`config.mk`:
```
export PLATFORM = sky130hd
export DESIGN_NAME = seg_scan_ctrl
export DESIGN_NICKNAME = d
export VERILOG_FILES = /design/src/rtl/seg_scan_ctrl.sv
export SDC_FILE = /design/constraint.sdc
export NUM_CORES = 1
export LEC_CHECK = 0
export CAP_MARGIN = 20
export CORE_UTILIZATION = 30
export DETAILED_ROUTE_END_ITERATION = 12
export MAX_ROUTING_LAYER = met4
export SKIP_LAST_GASP = 1
export SLEW_MARGIN = 5
export SYNTH_ARGS = -nofsm -noshare
export SYNTH_HDL_FRONTEND = slang
export SYNTH_SLANG_ARGS = --single-unit
```
`constraint.sdc`:
```
create_clock -name iclk -period 2.2 [get_ports iclk]
set_input_delay 0.22 -clock iclk [delete_from_list [all_inputs] [get_ports iclk]]
set_output_delay 0.22 -clock iclk [all_outputs]
set_load 0.05 [all_outputs]
```
`src/rtl/seg_scan_ctrl.sv`:
```
// Multiplexed seven-segment scan driver: snapshot register, leading-zero blanking,
// per-digit blink and decimal points, with registered anode/segment pins.
module seg_scan_ctrl #(
  parameter int unsigned DIGITS     = 4,
  parameter int unsigned SCAN_DIV   = 16,
  parameter int unsigned BLINK_DIV  = 26,
  parameter int unsigned ACTIVE_LOW = 1,
  localparam int unsigned IW        = (DIGITS > 1) ? $clog2(DIGITS) : 1
) (
  input  logic                  iclk,
  input  logic                  rst,
  input  logic [4*DIGITS-1:0]   data,
  input  logic                  load,
  input  logic [DIGITS-1:0]     dp,
  input  logic                  blank_lz,
  input  logic [DIGITS-1:0]     blink_mask,
  output logic [DIGITS-1:0]     anode,
  output logic [7:0]            segment,
  output logic [IW-1:0]         digit_idx
);

  localparam logic [DIGITS-1:0] AN_OFF   = {DIGITS{ACTIVE_LOW != 0}};
  localparam logic [7:0]        SEG_OFF  = {8{ACTIVE_LOW != 0}};
  localparam logic [IW-1:0]     LAST_IDX = IW'(DIGITS - 1);

  logic [SCAN_DIV-1:0]  prescaler;
  logic [BLINK_DIV-1:0] blink_cnt;
  logic [4*DIGITS-1:0]  snap_data;
  logic [DIGITS-1:0]    snap_dp;
  logic                 tick;
  logic                 blink_phase;
  logic [DIGITS-1:0]    upper_zero;
  logic [DIGITS-1:0]    anode_c;
  logic [7:0]           seg_c;
  logic [3:0]           nib;
  logic                 dp_bit;
  logic                 blank;

  function automatic logic [6:0] hex7(input logic [3:0] n);
    case (n)
      4'h0: hex7 = 7'h3F;
      4'h1: hex7 = 7'h06;
      4'h2: hex7 = 7'h5B;
      4'h3: hex7 = 7'h4F;
      4'h4: hex7 = 7'h66;
      4'h5: hex7 = 7'h6D;
      4'h6: hex7 = 7'h7D;
      4'h7: hex7 = 7'h07;
      4'h8: hex7 = 7'h7F;
      4'h9: hex7 = 7'h6F;
      4'hA: hex7 = 7'h77;
      4'hB: hex7 = 7'h7C;
      4'hC: hex7 = 7'h39;
      4'hD: hex7 = 7'h5E;
      4'hE: hex7 = 7'h79;
      default: hex7 = 7'h71;
    endcase
  endfunction

  assign tick        = &prescaler;
  assign blink_phase = blink_cnt[BLINK_DIV-1];

  // upper_zero[k]: snapshot nibbles k..DIGITS-1 are all zero
  for (genvar k = 0; k < DIGITS; k++) begin : g_uz
    assign upper_zero[k] = ~|snap_data[4*DIGITS-1:4*k];
  end

  // Active-sense decode of the currently selected digit
  always_comb begin
    anode_c = '0;
    nib     = 4'd0;
    dp_bit  = 1'b0;
    blank   = 1'b0;
    for (int unsigned k = 0; k < DIGITS; k++) begin
      if (digit_idx == IW'(k)) begin
        anode_c[k] = 1'b1;
        nib        = snap_data[4*k +: 4];
        dp_bit     = snap_dp[k];
        blank      = (blank_lz && (k != 0) && upper_zero[k]) ||
                     (blink_mask[k] && blink_phase);
      end
    end
    seg_c = blank ? 8'h00 : {dp_bit, hex7(nib)};
  end

  always_ff @(posedge iclk) begin
    if (rst) begin
      prescaler <= '0;
      blink_cnt <= '0;
      digit_idx <= '0;
      snap_data <= '0;
      snap_dp   <= '0;
      anode     <= AN_OFF;
      segment   <= SEG_OFF;
    end else begin
      prescaler <= prescaler + SCAN_DIV'(1);
      blink_cnt <= blink_cnt + BLINK_DIV'(1);
      if (tick) begin
        digit_idx <= (digit_idx == LAST_IDX) ? '0 : digit_idx + IW'(1);
      end
      if (load) begin
        snap_data <= data;
        snap_dp   <= dp;
      end
      anode   <= anode_c ^ AN_OFF;
      segment <= seg_c ^ SEG_OFF;
    end
  end

endmodule

```
* After elaboration in Yosys (flattened, before gate mapping)
Memories as Yosys holds them, arrays and structs flattened.
Cells that the tools add are included.
** Storage, ports and cells
- Memories kept :: 1
- Word-level logic and storage cells :: 52
- Register bits after elaboration :: 76
- Output and inout port bits :: 14
- Memory bits (read-only) :: 112
** Operators by class
- Equality and inequality tests :: 3
- Bitwise operators :: 2
- Reductions and logical operators :: 18
- Mux-type cells :: 18
- Add/sub/neg operators :: 3
** Memory list
- (no name shown) :: depth 16, bits a word 7, read ports 1, clocked after Yosys merged registers in 0, write ports 0, RTL line 40 : case (n)
** Operators with widths (count)
- adder 26 x 1 -> 26 bit (second input constant) :: 1
- adder 16 x 1 -> 16 bit (second input constant) :: 1
- 2-to-1 mux 4 bit :: 4
- AND reduction 16 bit :: 1
- 2-to-1 mux 1 bit :: 12
- OR reduction 12 bit :: 1
- 2-to-1 mux 8 bit :: 1
- NOT 8 bit :: 1
- OR reduction 8 bit :: 1
- logical AND 1 bit :: 7
- == test 2 bit (second input constant) :: 2
- NOT 4 bit :: 1
- OR reduction 4 bit :: 1
- logical NOT 1 bit :: 3
- logical OR 1 bit :: 3
- adder 2 x 1 -> 2 bit (second input constant) :: 1
- == test 2 x 1 -> 1 bit (second input constant) :: 1
- logical NOT 2 bit :: 1
- 2-to-1 mux 2 bit :: 1

* Logic depth before layout (Yosys ltp)
Gate-level depths: netlist of run 1.
- Depth in word-level cells :: 9
- Gate-level depth with buffers :: 10
- Mapped depth without buffers :: 9

* Worst setup path after synthesis of run 1
OpenSTA, ideal clock, no wires.
- Path kind :: flip-flop to flip-flop
- Start point :: register digit_idx[0]
- End point :: register segment[3]
- Slack :: -0.550 ns
- Arrival :: 2.600 ns
- Path buffers :: 1
- Required time :: 2.050 ns
- Clock period less this slack :: 2.750 ns
- Cell stages (with the launch flop) :: 11
- Cell sequence :: dfxtp_1 -> inv_1 -> ha_1 -> buf_4 -> nor3b_1 -> a221oi_1 -> inv_1 -> ha_1 -> nand2_1 -> o211ai_1 -> o211ai_1
** On the way
- Cells in the longest elaborated chain, start to end :: 8
** Ends and longest elaborated chain
- from (decl) :: RTL line 19 : output logic [IW-1:0] digit_idx
- from (signal assigned) :: RTL line 99 : digit_idx <= (digit_idx == LAST_IDX) ? '0 : digit_idx + IW'(1);
- logical NOT 2 bit :: RTL line 75 : if (digit_idx == IW'(k)) begin
- 2-to-1 mux 4 bit (4 in a row) :: RTL line 75
- memory (16 x 7 bit)
- 2-to-1 mux 8 bit * :: RTL line 83 : seg_c = blank ? 8'h00 : {dp_bit, hex7(nib)};
- NOT 8 bit (no line) *
- to (signal assigned) :: RTL line 106 : segment <= seg_c ^ SEG_OFF;
- to (decl) :: RTL line 18 : output logic [7:0] segment,
Mark *: on every way between the ends. The rest lies on a longest branch, timed or not.
A chain may end at the register's enable or synchronous reset.

* Final worst setup path of run 1
- Start point :: register digit_idx[0]
- End point :: register segment[0]
Same word-level chain as after synthesis.

==> results of run 1 <==
-- area by class of cell --
| cell class | instances | area, µm² | share of cell area |
|---|---|---|---|
| clock buffers | 12 | 256 | 0.0583 |
| inverters | 14 | 52.6 | 0.0119 |
| multi-input cells | 270 | 1880 | 0.428 |
| flip-flops and latches | 76 | 1530 | 0.348 |
| well taps | 140 | 175 | 0.0398 |
| repair buffers | 54 | 503 | 0.114 |
-- metal layers --
metal  share of wire  vias to the layer above
li1                -                     1386
met1            0.46                     1235
met2            0.49                       49
met3           0.041                       11
met4           0.011                        0
met5               0                        -
-- layout by cell type (no fill, tap or decap), types with 3 or more instances in the layout --
master,synthesis,final
clkdlybuf4s50_1,0,40
nand2b_1,5,5
a21oi_1,8,8
xor2_1,22,22
mux2i_1,22,22
a211oi_1,4,3
ha_1,12,8
inv_1,14,13
dfxtp_1,76,74
o21ai_0,5,5
nor2_1,65,65
clkbuf_16,0,9
or3_1,5,5
buf_4,3,13
nand3b_1,5,5
o211ai_1,4,4
xnor2_1,14,14
nand4_1,14,14
and3_1,3,3
nand3_1,21,21
ha_4,0,3
nor3b_1,4,4
nand2_1,24,24
nor3_1,6,6
-- sequential cells by signal, indices dropped and copies added (netlist names) --
register and cells:
blink_cnt 26, snap_dp 4, snap_data 16, digit_idx 2, anode 4, prescaler 16, segment 8
-- metrics by stage --
step                total power [mW]  worst slack [ns]  hold WS (ns)   util
floorplan                       1.66           0.00930         0.367      -
global placement                1.78             0.129         0.445  0.372
detailed placement              1.78             0.138         0.458  0.372
CTS                             3.10             0.121         0.327  0.395
global route                    3.18            0.0145         0.349  0.399
finish                          3.05             0.138         0.327  0.399
-- worst paths after layout --
kind | cells after the start | to | start | slack (ns)
worst max register to register | 8 | segment[0] | digit_idx[0] | 0.14
worst min register to register | 1 | prescaler[0] | prescaler[0] | 0.47
worst min-delay path | 2 | blink_cnt[15] | rst | 0.33
worst max-delay path | 8 | segment[0] | digit_idx[0] | 0.14
-- critical path, cell delays in order, from the launching register on --
cell and delay (ns):
dfxtp_4 0.36, inv_1 0.15, ha_4 0.22, nor3b_1 0.35, a221oi_4 0.07, ha_1 0.26
or3_1 0.38, o221ai_1 0.08, nand2_1 0.07
-- repair_timing --
item                                   CTS  global route
endpoints found under the hold margin    0             0
setup endpoints to repair                0             5
gates resized for setup                  0             7
buffers inserted                         0             0
-- power by group --
| part | internal (mW) | switching (mW) | leakage (nW) | total, mW |
|---|---|---|---|---|
| Sequential | 1.42 | 0.0305 | 0.622 | 1.45 |
| Clock | 0.799 | 0.497 | 0.126 | 1.30 |
| Combinational | 0.141 | 0.159 | 0.917 | 0.300 |
| Total | 2.36 | 0.687 | 1.67 | 3.05 |
-- kinds of logic after synthesis --
group,Yosys count
AO/OA/AOI/OAI,33
XOR/XNOR,36
adder cells (fa/ha/maj),12
buffers and inverters,31
flip-flops,76
multiplexers,23
AND/OR/NAND/NOR,166
==> results.py, run 1 <==
metrics = {
    "final_layout": {
        "area_growth_pct": 27.1,
        "final_cells": 566,
        "fillCellCount": 1113,
        "drive_gt1_frac": 0.101,
        "antennaDiodeCount": 0,
        "fin_nets": 465,
        "final_cell_area_um2": 4400,
    },
    "worst_setup_path": {
        "endpoint_kind": "flop",
        "cp-start-kind": "flop",
        "critPathKind": "reg2reg",
        "crit_arrival_ns": 2.28,
        "crit_path_max_fanout": 10,
        "cp.required_ns": 2.42,
    },
    "yosys": {
        "yosysTopAreaCell": "dfxtp_1",
        "synth_top_family_by_area": "simple AND/OR/NAND/NOR gates",
        "synth_fa_ha_area_frac": 0.0434,
        "synth_commonest_cells": "76 x dfxtp_1, 65 x nor2_1, 24 x nand2_1",
        "syn_area_per_cell_um2": 9.18,
        "syn_area_um2": 3460,
        "muxShareOfSynthArea": 0.0680,
        "synth_seq_area_share": 0.440,
        "syn_nets": 417,
        "yosysUniqueCellTypes": 44,
        "synth_top_area_frac": 0.440,
        "synthMostInstantiatedCell": "dfxtp_1",
        "ys_ff_latch": 76,
        "synth_edf_count": 0,
        "synth.area.top_cells": "dfxtp_1 44%, nor2_1 7.1%, mux2i_1 6.4%",
        "ys.flop_type": "dfxtp_1",
        "synth-simple-area-share": 0.246,
        "yosysWarnings": 0,
        "synthArstFlopShare": 0,
        "synth_xor_area_frac": 0.0911,
        "postSynthCellCount": 377,
        "synth_compound_area_frac": 0.0738,
    },
    "global_route": {
        "top_usage_layer": "met2",
        "track_usage": 0.135,
        "antenna_found_initial": 0,
        "grt_max_degree": 26,
        "overflow": 0,
        "gr-usage-met3": 0.0344,
        "use_met1": 0.155,
        "grt_pass1_vias": 2670,
        "use_met2": 0.234,
        "grt_pass1_wl_mm": 12.2,
    },
    "placement": {
        "dp_hpwl_mm": 5.33,
        "place_congestion": 0.817,
        "placedCellCount": 554,
        "place_area_um2": 4100,
        "port_buffers": 41,
    },
    "timing": {
        "period_share": 0.937,
        "tightestPinTransition_ns": 0.575,
        "setup_tns_ns": 0,
        "fmax_mhz": 485,
        "slew_violations": 0,
        "setup_violations": 0,
        "finalHoldViolCount": 0,
        "fin_crit_ns": 2.06,
        "rsz0062_at_grt": "false",
        "slew_headroom": 0.614,
        "skew_ns": 0.00463,
    },
    "power": {
        "ir_worst_vdd_uv": 351,
        "power_density_nw_per_um2": 693,
        "power_leakage_nw": 1.67,
    },
    "floorplan": {
        "fp.dieH_um": 109,
        "rows": 38,
        "die_area_um2": 12000,
        "die_w_um": 109,
        "start_util": 0.314,
        "pin_count": 42,
        "core_um2": 11000,
    },
    "clocking": {
        "cts_num_sinks": 76,
        "numCtsBuffers": 9,
        "cts_max_level": 3,
        "clkTransAtPathRegs_ns": 0.05,
        "hold_buffers": 0,
        "cts_max_path_buffers": 2,
        "cts_tree": "yes",
        "clockRootBuffer": "clkbuf_16",
        "clk-insertion-delay-late_ns": 0.33,
    },
    "route": {
        "viasPerCell": 4.74,
        "postRouteAntennaNets": 0,
        "vias": 2681,
        "finalWirelength_mm": 7.26,
        "drc": 0,
        "drt_first_iter_violations": 95,
        "drtPass1Iterations": 4,
        "routedWlPerCell_um": 12.8,
    },
    "worst_hold_path": {
        "hp-class": "in2reg",
    },
    "flow_run": {
        "maxCapViolCount": 0,
    },
    "run_status": {
        "status": "complete, no violations",
    },
}
(Power assumes the default switching activity.)
==> run 2: changes to the inputs <==
--- a/config.mk
+++ b/config.mk
@@ -6,9 +6,11 @@
 export NUM_CORES = 1
 export LEC_CHECK = 0
 export CAP_MARGIN = 20
+export CORE_MARGIN = 10
 export CORE_UTILIZATION = 30
 export DETAILED_ROUTE_END_ITERATION = 12
 export MAX_ROUTING_LAYER = met4
+export PLACE_DENSITY_LB_ADDON = 0.12
 export SKIP_LAST_GASP = 1
 export SLEW_MARGIN = 5
 export SYNTH_ARGS = -nofsm -noshare
==> results.py, run 2 (synthesis results as in run 1) <==
metrics = {
    "run_status": {
        "status": "complete, no violations",
    },
    "floorplan": {
        "pin_count": 42,
        "die_w_um": 127,
        "core_um2": 11400,
        "die_area_um2": 16200,
        "fp.dieH_um": 127,
        "rows": 39,
        "start_util": 0.304,
    },
    "worst_setup_path": {
        "reg2reg_from": "digit_idx[1]",
        "cp.required_ns": 2.40,
        "rr_worst_depth": 9,
        "endpoint_kind": "flop",
        "cpMaxStageDelayCell": "dfxtp_4",
        "slowest_delay_ns": 0.36,
        "cp-start-kind": "flop",
        "crit_arrival_ns": 2.24,
        "path_common_cell": "buf_4",
        "critPathKind": "reg2reg",
        "path_cells": "inv_2 -> ha_2 -> buf_4 -> inv_1 -> a2111oi_1 -> nor4b_1 -> a2111oi_4 -> buf_4 -> o311ai_1",
        "reg2reg_setup_slack_ns": 0.16,
        "worst-path-buf-inv": 4,
        "cp_top_family": "compound AO/OA/AOI/OAI gates",
        "crit_path_max_fanout": 11,
        "r2r-end": "segment[2]",
    },
    "power": {
        "power_density_nw_per_um2": 727,
        "finalPower_mw": 3.24,
        "ir_worst_vdd_uv": 306,
        "power_leakage_nw": 1.71,
    },
    "placement": {
        "port_buffers": 41,
        "place_congestion": 0.756,
        "dp_hpwl_mm": 5.65,
        "placedCellCount": 559,
    },
    "final_layout": {
        "fin_nets": 467,
        "area_growth_pct": 28.9,
        "largest_reg_flops": 26,
        "final_cells": 575,
        "top_regs": "blink_cnt x26, prescaler x16, snap_data x16",
        "antennaDiodeCount": 0,
        "largest-register": "blink_cnt",
        "layout_commonest_cell": "dfxtp_1",
        "mostFrequentLayoutCells": "74 x dfxtp_1, 65 x nor2_1, 40 x clkdlybuf4s50_1",
        "drive_gt1_frac": 0.118,
    },
    "timing": {
        "setup_violations": 0,
        "whs_ns": 0.311,
        "skew_ns": 0.00544,
        "period_share": 0.928,
        "slew_violations": 0,
        "fmax_mhz": 490,
        "fin_crit_ns": 2.04,
        "slew_headroom": 0.632,
        "tightestPinTransition_ns": 0.544,
        "finalHoldViolCount": 0,
        "rsz0062_at_grt": "true",
    },
    "clocking": {
        "cts_tree": "yes",
        "numCtsBuffers": 9,
        "cts_max_path_buffers": 2,
        "clockRootBuffer": "clkbuf_16",
        "clk-insertion-delay-late_ns": 0.33,
        "hold_buffers": 0,
        "clkTransAtPathRegs_ns": 0.06,
        "cts_max_level": 3,
        "cts_num_sinks": 76,
    },
    "route": {
        "routedWlPerCell_um": 13.6,
        "drtPass1Iterations": 4,
        "drt_first_iter_violations": 102,
        "postRouteAntennaNets": 0,
        "vias": 2671,
        "finalWirelength_mm": 7.81,
        "viasPerCell": 4.65,
        "drc": 0,
    },
    "worst_hold_path": {
        "whs_path_depth": 2,
        "hp-class": "in2reg",
        "min_to": "blink_cnt[3]",
        "hp-start": "rst",
    },
    "global_route": {
        "overflow": 0,
        "grt_max_degree": 36,
        "antenna_found_initial": 0,
        "track_usage": 0.104,
        "grt_pass1_vias": 2718,
        "grt_pass1_wl_mm": 13.2,
    },
    "flow_run": {
        "maxCapViolCount": 0,
    },
}
-- run 2: repair_timing --
item | CTS | global route
endpoints found under the setup margin | 0 | 7
gates resized for setup | 0 | 7
buffers inserted | 0 | 0
-- run 2: layout make-up --
cell class / instances / area (µm²)
Clock inverter: 5 / 50.0
Fill cell: 1162 / 6910
Timing Repair Buffer: 56 / 531
Multi-Input combinational cell: 270 / 1870
Sequential cell: 76 / 1530
Tap cell: 143 / 179
Inverter: 14 / 52.6
Clock buffer: 11 / 253
-- run 2: power breakdown --
group,switching [mW],internal (mW),total (mW)
registers,0.0312,1.42,1.45
logic,0.161,0.144,0.305
clock network,0.557,0.932,1.49
-- run 2: worst register-to-register path: stages (launching register included) --
cell	delay [ns]
dfxtp_4	0.36
inv_2	0.06
ha_2	0.28
buf_4	0.17
inv_1	0.04
a2111oi_1	0.27
nor4b_1	0.15
a2111oi_4	0.29
buf_4	0.20
o311ai_1	0.10
-- run 2: routing by layer --
metal  global-route usage  vias up  share of wire
met5                    -        -              0
met4               0.0556        0          0.023
met3               0.0248       13          0.045
met2                0.165       45           0.46
met1                0.119     1215           0.47
li1                     -     1398              -
-- run 2: per-stage QoR --
stage | utilization | worst slack, ns | TNS, ns | cell area [µm²]
2_1_floorplan | - | 0.00930 | 0 | 3500
3_3_place_gp | 0.363 | 0.128 | 0 | 4130
3_5_place_dp | 0.363 | 0.0947 | 0 | 4130
4_1_cts | 0.390 | 0.0804 | 0 | 4430
5_1_grt | 0.392 | -0.0142 | -0.0324 | 4460
6_report | 0.392 | 0.159 | 0 | 4460
-- run 2: worst max-delay path by stage --
| stage | startpoint | endpoint | slack (ns) | cells after the start |
|---|---|---|---|---|
| after floorplan | digit_idx[0] | segment[0] | 0.009 | 9 |
| after global placement | digit_idx[0] | segment[6] | 0.13 | 8 |
| after detailed placement | digit_idx[0] | segment[5] | 0.09 | 8 |
| after CTS | digit_idx[0] | segment[5] | 0.08 | 8 |
| after global routing | digit_idx[0] | segment[0] | -0.01 | 9 |
| final | digit_idx[1] | segment[2] | 0.16 | 9 |
==> run 3: changes to the inputs <==
--- a/config.mk
+++ b/config.mk
@@ -7,7 +7,7 @@
 export LEC_CHECK = 0
 export CAP_MARGIN = 20
 export CORE_MARGIN = 10
-export CORE_UTILIZATION = 30
+export CORE_UTILIZATION = 45
 export DETAILED_ROUTE_END_ITERATION = 12
 export MAX_ROUTING_LAYER = met4
 export PLACE_DENSITY_LB_ADDON = 0.12
==> results.py, run 3 (synthesis results as in run 1) <==
metrics = {
    "run_status": {
        "status": "complete, no violations",
    },
    "placement": {
        "place_ws_ns": 0.0916,
        "place_area_um2": 4080,
        "place_congestion": 0.821,
        "placedCellCount": 515,
        "port_buffers": 41,
        "dp_hpwl_mm": 5.35,
    },
    "clocking": {
        "hold_buffers": 0,
        "clockRootBuffer": "clkbuf_8",
        "cts_max_level": 3,
        "cts_num_sinks": 76,
        "numCtsBuffers": 9,
        "cts_resized": 0,
        "clkTransAtPathRegs_ns": 0.08,
        "cts_tree": "yes",
        "postCtsSetupBuffers": 0,
        "cts_max_path_buffers": 2,
        "clk-insertion-delay-late_ns": 0.36,
    },
    "timing": {
        "fmax_mhz": 481,
        "slew_headroom": 0.638,
        "slew_violations": 0,
        "setup_slack_ns": 0.121,
        "finalHoldViolCount": 0,
        "skew_ns": 0.00673,
        "whs_ns": 0.256,
        "rsz0062_at_grt": "true",
        "tightestPinTransition_ns": 0.539,
        "setup_tns_ns": 0,
        "fin_crit_ns": 2.08,
        "setup_violations": 0,
        "period_share": 0.945,
    },
    "final_layout": {
        "layout_commonest_cell": "dfxtp_1",
        "final_cells": 531,
        "multiInputGateArea_um2": 1870,
        "fin_nets": 467,
        "antennaDiodeCount": 0,
        "largest-register": "blink_cnt",
        "final_cell_area_um2": 4330,
        "area_growth_pct": 25.0,
        "seqCellArea_um2": 1530,
        "largest_reg_flops": 26,
        "mostFrequentLayoutCells": "74 x dfxtp_1, 65 x nor2_1, 40 x clkdlybuf4s50_1",
        "drive_gt1_frac": 0.118,
        "top_regs": "blink_cnt x26, prescaler x16, snap_data x16",
        "post-route-util": 0.587,
        "fillCellCount": 692,
    },
    "worst_setup_path": {
        "endpoint_kind": "flop",
        "critPathKind": "reg2reg",
        "cpMaxStageDelayCell": "dfxtp_4",
        "cp.required_ns": 2.43,
        "cp_top_family": "compound AO/OA/AOI/OAI gates",
        "slowest_delay_ns": 0.38,
        "worst-path-buf-inv": 2,
        "cp-start-kind": "flop",
        "crit_arrival_ns": 2.31,
        "crit_path_max_fanout": 12,
        "path_cells": "inv_1 -> ha_2 -> mux2_4 -> a21oi_1 -> nor3_1 -> a2111oi_4 -> buf_4 -> o311ai_1",
    },
    "route": {
        "drc": 0,
        "postRouteAntennaNets": 0,
        "drtPass1Iterations": 4,
        "finalWirelength_mm": 7.40,
        "routedWlPerCell_um": 13.9,
        "drt_first_iter_violations": 117,
        "vias": 2669,
        "viasPerCell": 5.03,
    },
    "power": {
        "p_switching_mw": 0.730,
        "combPwrFrac": 0.103,
        "switching_share": 0.249,
        "power_leakage_nw": 1.66,
        "power_frac_seq": 0.493,
        "finalPower_mw": 2.94,
        "power_density_nw_per_um2": 679,
        "intPower_mw": 2.21,
        "clkPwrFrac": 0.404,
        "ir_worst_vdd_uv": 359,
    },
    "global_route": {
        "grt_max_degree": 54,
        "overflow": 0,
        "grt_pass1_vias": 2627,
        "antenna_found_initial": 0,
        "grt_pass1_wl_mm": 12.5,
        "track_usage": 0.136,
    },
    "floorplan": {
        "fp.dieH_um": 108,
        "die_area_um2": 11600,
        "pin_count": 42,
        "core_um2": 7370,
        "rows": 31,
        "die_w_um": 108,
        "start_util": 0.469,
    },
    "flow_run": {
        "maxCapViolCount": 0,
    },
    "worst_hold_path": {
        "hp-class": "in2reg",
    },
}
==> run 3: path summary, 6_finish.rpt <==
path / from / depth (start not counted) / to / slack, ns
min reg2reg: prescaler[0] / 1 / prescaler[0] / 0.47
min: rst / 2 / blink_cnt[18] / 0.26
max: digit_idx[0] / 8 / segment[2] / 0.12
max reg2reg: digit_idx[0] / 8 / segment[2] / 0.12
==> run 3: cell type report <==
cell class / instances / share of cell area
Clock inverter: 7 / 0.0229
Sequential cell: 76 / 0.353
Clock buffer: 9 / 0.0286
Inverter: 14 / 0.0121
Multi-Input combinational cell: 270 / 0.432
Timing Repair Buffer: 56 / 0.123
Tap cell: 99 / 0.0286
==> run 3: per-layer routing <==
metal | vias up | GRT usage | part of all wire
met5 | - | - | 0
met4 | 0 | 0.0544 | 0.013
met3 | 6 | 0.0353 | 0.041
met2 | 35 | 0.225 | 0.49
met1 | 1235 | 0.153 | 0.45
li1 | 1393 | - | -
==> run 3: power by group through the flow <==
| stage | Sequential [mW] | Combinational (mW) | Clock, mW |
|---|---|---|---|
| after floorplan | 1.52 | 0.136 | 0 |
| after global placement | 1.48 | 0.300 | 0 |
| after detailed placement | 1.48 | 0.302 | 0 |
| after CTS | 1.45 | 0.305 | 1.21 |
| after global routing | 1.45 | 0.331 | 1.27 |
| final | 1.45 | 0.301 | 1.19 |
